**config.mk**
```make
export PLATFORM = sky130hd
export DESIGN_NAME = umul_bi_seq_flat
export DESIGN_NICKNAME = d
export VERILOG_FILES = /design/src/rtl/umul_bi_seq_if.sv /design/src/rtl/umul_bi_seq.sv /design/src/flat_wrapper.sv
export SDC_FILE = /design/constraint.sdc
export NUM_CORES = 1
export LEC_CHECK = 0
export CORE_ASPECT_RATIO = 0.6
export CORE_MARGIN = 4
export CORE_UTILIZATION = 35
export CTS_CLUSTER_SIZE = 24
export DETAILED_ROUTE_END_ITERATION = 8
export GPL_TIMING_DRIVEN = 0
export PLACE_DENSITY_LB_ADDON = 0.08
export REMOVE_ABC_BUFFERS = 1
export SLEW_MARGIN = 20
export SYNTH_ARGS = -nofsm -noshare
export SYNTH_HDL_FRONTEND = slang
export SYNTH_SLANG_ARGS = --single-unit
export TNS_END_PERCENT = 5
```
**constraint.sdc**
```tcl
create_clock -name iClk -period 4.9 [get_ports iClk]
set_clock_uncertainty 0.15 [all_clocks]
set_input_delay 0.98 -clock iClk [delete_from_list [all_inputs] [get_ports iClk]]
set_output_delay 0.98 -clock iClk [all_outputs]
set_load 0.01 [all_outputs]
```
**src/rtl/umul_bi_seq_if.sv**
```systemverilog
// Job and multiplier-side signals of the uMUL_bi sequencer.
// slave is the sequencer's view; master is the view of whoever drives it.
interface umul_bi_seq_if #(
  parameter int BITWIDTH = 8
);
  logic                  iValid;
  logic                  oReady;
  logic [BITWIDTH-1:0]   iA;
  logic [BITWIDTH-1:0]   iB;
  logic                  iAbort;
  logic                  oLoadB;
  logic                  oClr;
  logic [BITWIDTH-1:0]   oB;
  logic                  oABit;
  logic                  iMult;
  logic                  oValid;
  logic                  iReady;
  logic [BITWIDTH:0]     oCount;
  logic [BITWIDTH+1:0]   oResultBi;
  logic                  oBusy;

  modport slave (
    input  iValid, iA, iB, iAbort, iMult, iReady,
    output oReady, oLoadB, oClr, oB, oABit, oValid, oCount, oResultBi, oBusy
  );

  modport master (
    output iValid, iA, iB, iAbort, iMult, iReady,
    input  oReady, oLoadB, oClr, oB, oABit, oValid, oCount, oResultBi, oBusy
  );
endinterface

```
**src/rtl/umul_bi_seq.sv**
```systemverilog
// Sequencer for the bipolar stochastic multiplier: loads B, streams A as a
// bit-reversed-counter bitstream for 2^BITWIDTH cycles and counts output ones.
module umul_bi_seq #(
  parameter int BITWIDTH = 8
) (
  input  logic iClk,
  input  logic iRst,
  umul_bi_seq_if.slave bus
);

  localparam int                  LEN    = 1 << BITWIDTH;
  localparam logic [BITWIDTH-1:0] K_LAST = '1;
  localparam logic [BITWIDTH+1:0] LEN_BI = (BITWIDTH+2)'(LEN);

  typedef enum logic [1:0] {
    S_IDLE,
    S_LOAD,
    S_RUN,
    S_DONE
  } state_t;

  state_t                state_q, state_d;
  logic                  rst_q;
  logic [BITWIDTH-1:0]   a_q, a_d;
  logic [BITWIDTH-1:0]   b_q, b_d;
  logic [BITWIDTH-1:0]   k_q, k_d;
  logic [BITWIDTH:0]     acc_q, acc_d;
  logic [BITWIDTH:0]     cnt_q, cnt_d;
  logic [BITWIDTH+1:0]   res_q, res_d;

  logic                  ready;
  logic                  load_b;
  logic                  clr;
  logic                  a_bit;
  logic                  valid;
  logic                  busy;
  logic                  accept;
  logic [BITWIDTH-1:0]   k_rev;
  logic [BITWIDTH:0]     acc_sum;

  for (genvar gi = 0; gi < BITWIDTH; gi++) begin : g_rev
    assign k_rev[gi] = k_q[BITWIDTH-1-gi];
  end

  assign accept  = bus.iValid && ready;
  assign acc_sum = acc_q + (BITWIDTH+1)'(bus.iMult);

  // rst_q keeps oReady low for the cycle right after a reset edge.
  always_ff @(posedge iClk) begin
    if (iRst) begin
      state_q <= S_IDLE;
      rst_q   <= 1'b1;
      a_q     <= '0;
      b_q     <= '0;
      k_q     <= '0;
      acc_q   <= '0;
      cnt_q   <= '0;
      res_q   <= '0;
    end else begin
      state_q <= state_d;
      rst_q   <= 1'b0;
      a_q     <= a_d;
      b_q     <= b_d;
      k_q     <= k_d;
      acc_q   <= acc_d;
      cnt_q   <= cnt_d;
      res_q   <= res_d;
    end
  end

  always_comb begin
    state_d = state_q;
    case (state_q)
      S_IDLE: if (accept) state_d = S_LOAD;
      S_LOAD: state_d = bus.iAbort ? S_IDLE : S_RUN;
      S_RUN: begin
        if (bus.iAbort) begin
          state_d = S_IDLE;
        end else if (k_q == K_LAST) begin
          state_d = S_DONE;
        end
      end
      S_DONE: if (bus.iReady) state_d = S_IDLE;
      default: state_d = S_IDLE;
    endcase
  end

  always_comb begin
    ready  = 1'b0;
    load_b = 1'b0;
    clr    = 1'b0;
    a_bit  = 1'b0;
    valid  = 1'b0;
    busy   = 1'b0;
    case (state_q)
      S_IDLE: ready = !rst_q;
      S_LOAD: begin
        load_b = 1'b1;
        clr    = 1'b1;
        busy   = 1'b1;
      end
      S_RUN: begin
        a_bit = (a_q > k_rev);
        busy  = 1'b1;
      end
      S_DONE: valid = 1'b1;
      default: ;
    endcase
  end

  // An abort leaves k/acc stale; LOAD clears them before the next stream.
  always_comb begin
    a_d   = a_q;
    b_d   = b_q;
    k_d   = k_q;
    acc_d = acc_q;
    cnt_d = cnt_q;
    res_d = res_q;
    case (state_q)
      S_IDLE: begin
        if (accept) begin
          a_d = bus.iA;
          b_d = bus.iB;
        end
      end
      S_LOAD: begin
        k_d   = '0;
        acc_d = '0;
      end
      S_RUN: begin
        if (!bus.iAbort) begin
          acc_d = acc_sum;
          k_d   = k_q + BITWIDTH'(1);
          if (k_q == K_LAST) begin
            cnt_d = acc_sum;
            // 2*count - LEN; modular arithmetic keeps the signed value exact.
            res_d = {acc_sum, 1'b0} - LEN_BI;
          end
        end
      end
      default: ;
    endcase
  end

  assign bus.oReady    = ready;
  assign bus.oLoadB    = load_b;
  assign bus.oClr      = clr;
  assign bus.oB        = b_q;
  assign bus.oABit     = a_bit;
  assign bus.oValid    = valid;
  assign bus.oCount    = cnt_q;
  assign bus.oResultBi = res_q;
  assign bus.oBusy     = busy;

endmodule

```
**src/flat_wrapper.sv**
```systemverilog
// flat-port wrapper written by rule: the top's interface ports become plain ports
module umul_bi_seq_flat 
#(
  parameter int BITWIDTH = 8
)
  (iClk, iRst, bus_iValid, bus_iA, bus_iB, bus_iAbort, bus_iMult, bus_iReady, bus_oReady, bus_oLoadB, bus_oClr, bus_oB, bus_oABit, bus_oValid, bus_oCount, bus_oResultBi, bus_oBusy);
  umul_bi_seq_if #(.BITWIDTH(BITWIDTH)) bus_i ();
  input  logic iClk;
  input  logic iRst;
  input wire logic [$bits(bus_i.iValid)-1:0] bus_iValid;
  input wire logic [$bits(bus_i.iA)-1:0] bus_iA;
  input wire logic [$bits(bus_i.iB)-1:0] bus_iB;
  input wire logic [$bits(bus_i.iAbort)-1:0] bus_iAbort;
  input wire logic [$bits(bus_i.iMult)-1:0] bus_iMult;
  input wire logic [$bits(bus_i.iReady)-1:0] bus_iReady;
  output wire logic [$bits(bus_i.oReady)-1:0] bus_oReady;
  output wire logic [$bits(bus_i.oLoadB)-1:0] bus_oLoadB;
  output wire logic [$bits(bus_i.oClr)-1:0] bus_oClr;
  output wire logic [$bits(bus_i.oB)-1:0] bus_oB;
  output wire logic [$bits(bus_i.oABit)-1:0] bus_oABit;
  output wire logic [$bits(bus_i.oValid)-1:0] bus_oValid;
  output wire logic [$bits(bus_i.oCount)-1:0] bus_oCount;
  output wire logic [$bits(bus_i.oResultBi)-1:0] bus_oResultBi;
  output wire logic [$bits(bus_i.oBusy)-1:0] bus_oBusy;
  assign bus_i.iValid = bus_iValid;
  assign bus_i.iA = bus_iA;
  assign bus_i.iB = bus_iB;
  assign bus_i.iAbort = bus_iAbort;
  assign bus_i.iMult = bus_iMult;
  assign bus_i.iReady = bus_iReady;
  assign bus_oReady = bus_i.oReady;
  assign bus_oLoadB = bus_i.oLoadB;
  assign bus_oClr = bus_i.oClr;
  assign bus_oB = bus_i.oB;
  assign bus_oABit = bus_i.oABit;
  assign bus_oValid = bus_i.oValid;
  assign bus_oCount = bus_i.oCount;
  assign bus_oResultBi = bus_i.oResultBi;
  assign bus_oBusy = bus_i.oBusy;
  umul_bi_seq #(.BITWIDTH(BITWIDTH)) u_core (.iClk(iClk), .iRst(iRst), .bus(bus_i));
endmodule
```
==> flow_metrics.tcl, run 1 <==
set metrics [dict create \
    total_power_uw 895 \
    hold_depth 2 \
    grt_max_degree 32 \
    clk_pin_slew_ns 0.06 \
    io_buffers 53 \
    final_nets 361 \
    p_leak_nw 1.07 \
    grt_pass1_wl_um 8910 \
    cp.arrival_ns 2.38 \
    synth_area_um2 2360 \
    synth_top_area_share_pct 39.9 \
    pwr_density_cell_nw_per_um2 296 \
    antenna_found_initial 0 \
    clk_latency_ns 0.29 \
    ff2ff_setup_slack_ns 2.21 \
    grt_usage_pct 13.5 \
    synth_top_area_cell "dfxtp_1" \
    relSlewSlack_pct 34.5 \
    cts.htree.levels 2 \
    globalplace.congestion 0.770 \
    slew_violations 0 \
    postCtsSetupBuffers 0 \
    die-area_um2 8160 \
    fillers 650 \
    worstSetupPathType "flip-flop to output pin" \
    dr.pass1.iters 4 \
    ios 55 \
    clock_path_buffers 2 \
    period_share_pct 71.6 \
    ys_seq_area_share_pct 39.9 \
    reg2reg_to "u_core.k_q[5]" \
    viasPerCell 4.80 \
    end_kind "output pin" \
    ant_nets 0 \
    syn_to_final_growth_pct 28.1 \
    n_antenna_cell 0 \
    status "completed" \
    worstPathMaxFanout 6 \
    holdBufCountCts 0 \
    dp_hpwl_um 3820 \
    wl_um 5230 \
    fin_util_pct 47.7 \
    setup_slack_ns 1.39 \
    rsz0062_at_grt "false" \
    min_path_type "flip-flop to flip-flop" \
    finalHoldViolCount 0 \
    grt_overflow_total 0 \
    ys_ff_latch 47 \
    drive_above_1_share_pct 6.17 \
    drv_cap 0 \
    clock-sinks 47 \
    required_ns 3.77 \
    ir_worst_vdd_v 0.000116 \
    worstHoldStart "u_core.bus.oB[2]" \
    place_inst 400 \
    tightest_slew_ns 0.979 \
    reg2reg_from "u_core.state_q[0]" \
    synthTopCellsByArea "dfxtp_1 (40%), ha_1 (8.5%), nand2_1 (7.6%)" \
    drc 0 \
    syn_area_per_cell_um2 8.19 \
    grt_pass1_vias 1873 \
    drt_iter0_markers 125 \
    final_cell_count_no_fill 408 \
    critPathLaunch "u_core.k_q[6]" \
    cts_buffers 5 \
    wl_per_cell_um 12.8 \
    via_count 1959 \
    start_kind "flip-flop" \
    pre_cts_ws_ns 1.55 \
    fp-row-count 22 \
    syn_inst 288 \
    yosysUniqueCellTypes 40 \
    holdPathEnd "u_core.bus.oB[2]" \
    reg2regPathDepth 7 \
    dieWidth_um 114 \
    die_h_um 71.6 \
    initial_core_util_pct 37.3 \
    cts-resized-gates 0 \
    root_buffer "clkbuf_16" \
    cts_tree "done" \
    max_freq_ghz 0.285 \
    tns_ns 0 \
    setup_viol 0 \
    yosysWarnings 0 \
    core_area_um2 6330 \
    period_needed_ns 3.51 \
]
-- report_power, final --
group	total, mW	switching (mW)	internal [mW]
combinational	0.102	0.0529	0.0486
sequential	0.396	0.00528	0.391
clock	0.397	0.143	0.254
-- logic make-up (layout without fill, tap and decap cells) --
| family | count (synthesis) | count (layout) | share of synthesized area [%] |
|---|---|---|---|
| AOI/OAI and AO/OA | 64 | 64 | 16.5 |
| other | 1 | 1 | 0.159 |
| and+or+nand+nor | 113 | 113 | 22.3 |
| xor gates and xnor gates | 10 | 10 | 4.03 |
| buffers and inverters | 37 | 73 | 8.65 |
| DFF | 47 | 47 | 39.9 |
| adders and majority gates | 16 | 16 | 8.49 |
-- placed cells by master (no fill, tap or decap), drive strengths merged, types with 4 or more instances in the layout --
| cell | count |
|---|---|
| a211oi | 6 |
| a21oi | 33 |
| a22oi | 4 |
| and3 | 4 |
| clkbuf | 6 |
| clkdlybuf4s50 | 52 |
| dfxtp | 47 |
| ha | 16 |
| inv | 11 |
| nand2 | 48 |
| nand3 | 8 |
| nand4 | 4 |
| nor2 | 29 |
| nor2b | 6 |
| nor3 | 4 |
| o21ai | 12 |
| xnor2 | 8 |
-- state kept, by name, indices dropped and copies added (netlist names) --
signal	count
u_core.acc_q	9
u_core.bus.oCount	9
u_core.a_q	8
u_core.bus.oB	8
u_core.k_q	8
u_core.bus.oResultBi	2
u_core.state_q	2
u_core.rst_q	1
-- how the worst max path moves through the flow --
stage	endpoint	slack, ns	depth (start not counted)
global placement	u_core.k_q[7]	1.41	4
CTS	bus_oABit	1.40	8
finish	bus_oABit	1.39	8
floorplan	bus_oABit	2.31	7
global route	bus_oABit	1.31	8
detailed placement	u_core.k_q[5]	1.55	6
-- metrics by stage --
stage / area, um^2 / hold slack (ns)
floorplan: 2200 / 0.280
global placement: 2830 / 0.295
finish: 3020 / 0.307
global route: 3020 / 0.328
detailed placement: 2850 / 0.299
CTS: 3020 / 0.310
-- routing by layer --
| layer | wire length (um) | global-route usage (%) | up-vias |
|---|---|---|---|
| li1 | - | - | 1035 |
| met1 | 2950 | 21.0 | 876 |
| met2 | 1920 | 17.3 | 40 |
| met3 | 298 | 4.05 | 8 |
| met4 | 71 | 4.35 | 0 |
| met5 | 0 | 0 | - |
-- worst max-delay path, cell delays in order (launching register included) --
cell             delay (ns)
dfxtp_1                0.40
inv_1                  0.09
ha_1                   0.31
nor2b_1                0.13
o21a_1                 0.16
o21ai_0                0.18
a21oi_1                0.10
o221a_2                0.24
clkdlybuf4s50_1        0.48
-- Yosys cell counts (all sizes together) --
master  instances
or3             2
dfxtp          47
and2            1
o21a            1
o21ai          12
clkbuf          9
nand2b          3
a31oi           3
xor2            2
nor3            4
nor2b           6
xnor2           8
or4             1
o221a           1
nand2          48
a22oi           4
a21oi          33
nand4           4
conb            1
buf            17
o41a            1
and3            4
nand3           8
nand3b          2
nor2           29
ha             16
a221oi          1
a211oi          6
and4            1
o31ai           2
inv            11
-- final cells by class --
type	count	area [um^2]	share of cell area (%)
tap	84	105	3.48
timing repair buffer	54	546	18.1
clock buffer	6	139	4.60
inverter	11	41.3	1.37
multi-input combinational	204	1210	40.2
sequential	47	941	31.2
clock inverter	2	35.0	1.16
(Power assumes the default switching activity.)
==> run 2: changes to the inputs <==
==> constraint.sdc (replaced) <==
create_clock -name iClk -period 3.7 [get_ports iClk]
set_clock_uncertainty 0.15 [all_clocks]
set_input_delay 0.74 -clock iClk [delete_from_list [all_inputs] [get_ports iClk]]
set_output_delay 0.74 -clock iClk [all_outputs]
set_load 0.01 [all_outputs]
==> results of run 2 <==
Same layout as run 1 (identical final DEF). Status: completed.
Among the figures that moved: setup slack after placement 1.55 ns -> 0.587 ns; setup slack after layout 1.39 ns -> 0.430 ns; register-to-register setup slack 2.21 ns -> 1.01 ns; total power 0.895 mW -> 1.19 mW; worst IR drop on VDD 0.000116 V -> 0.000153 V
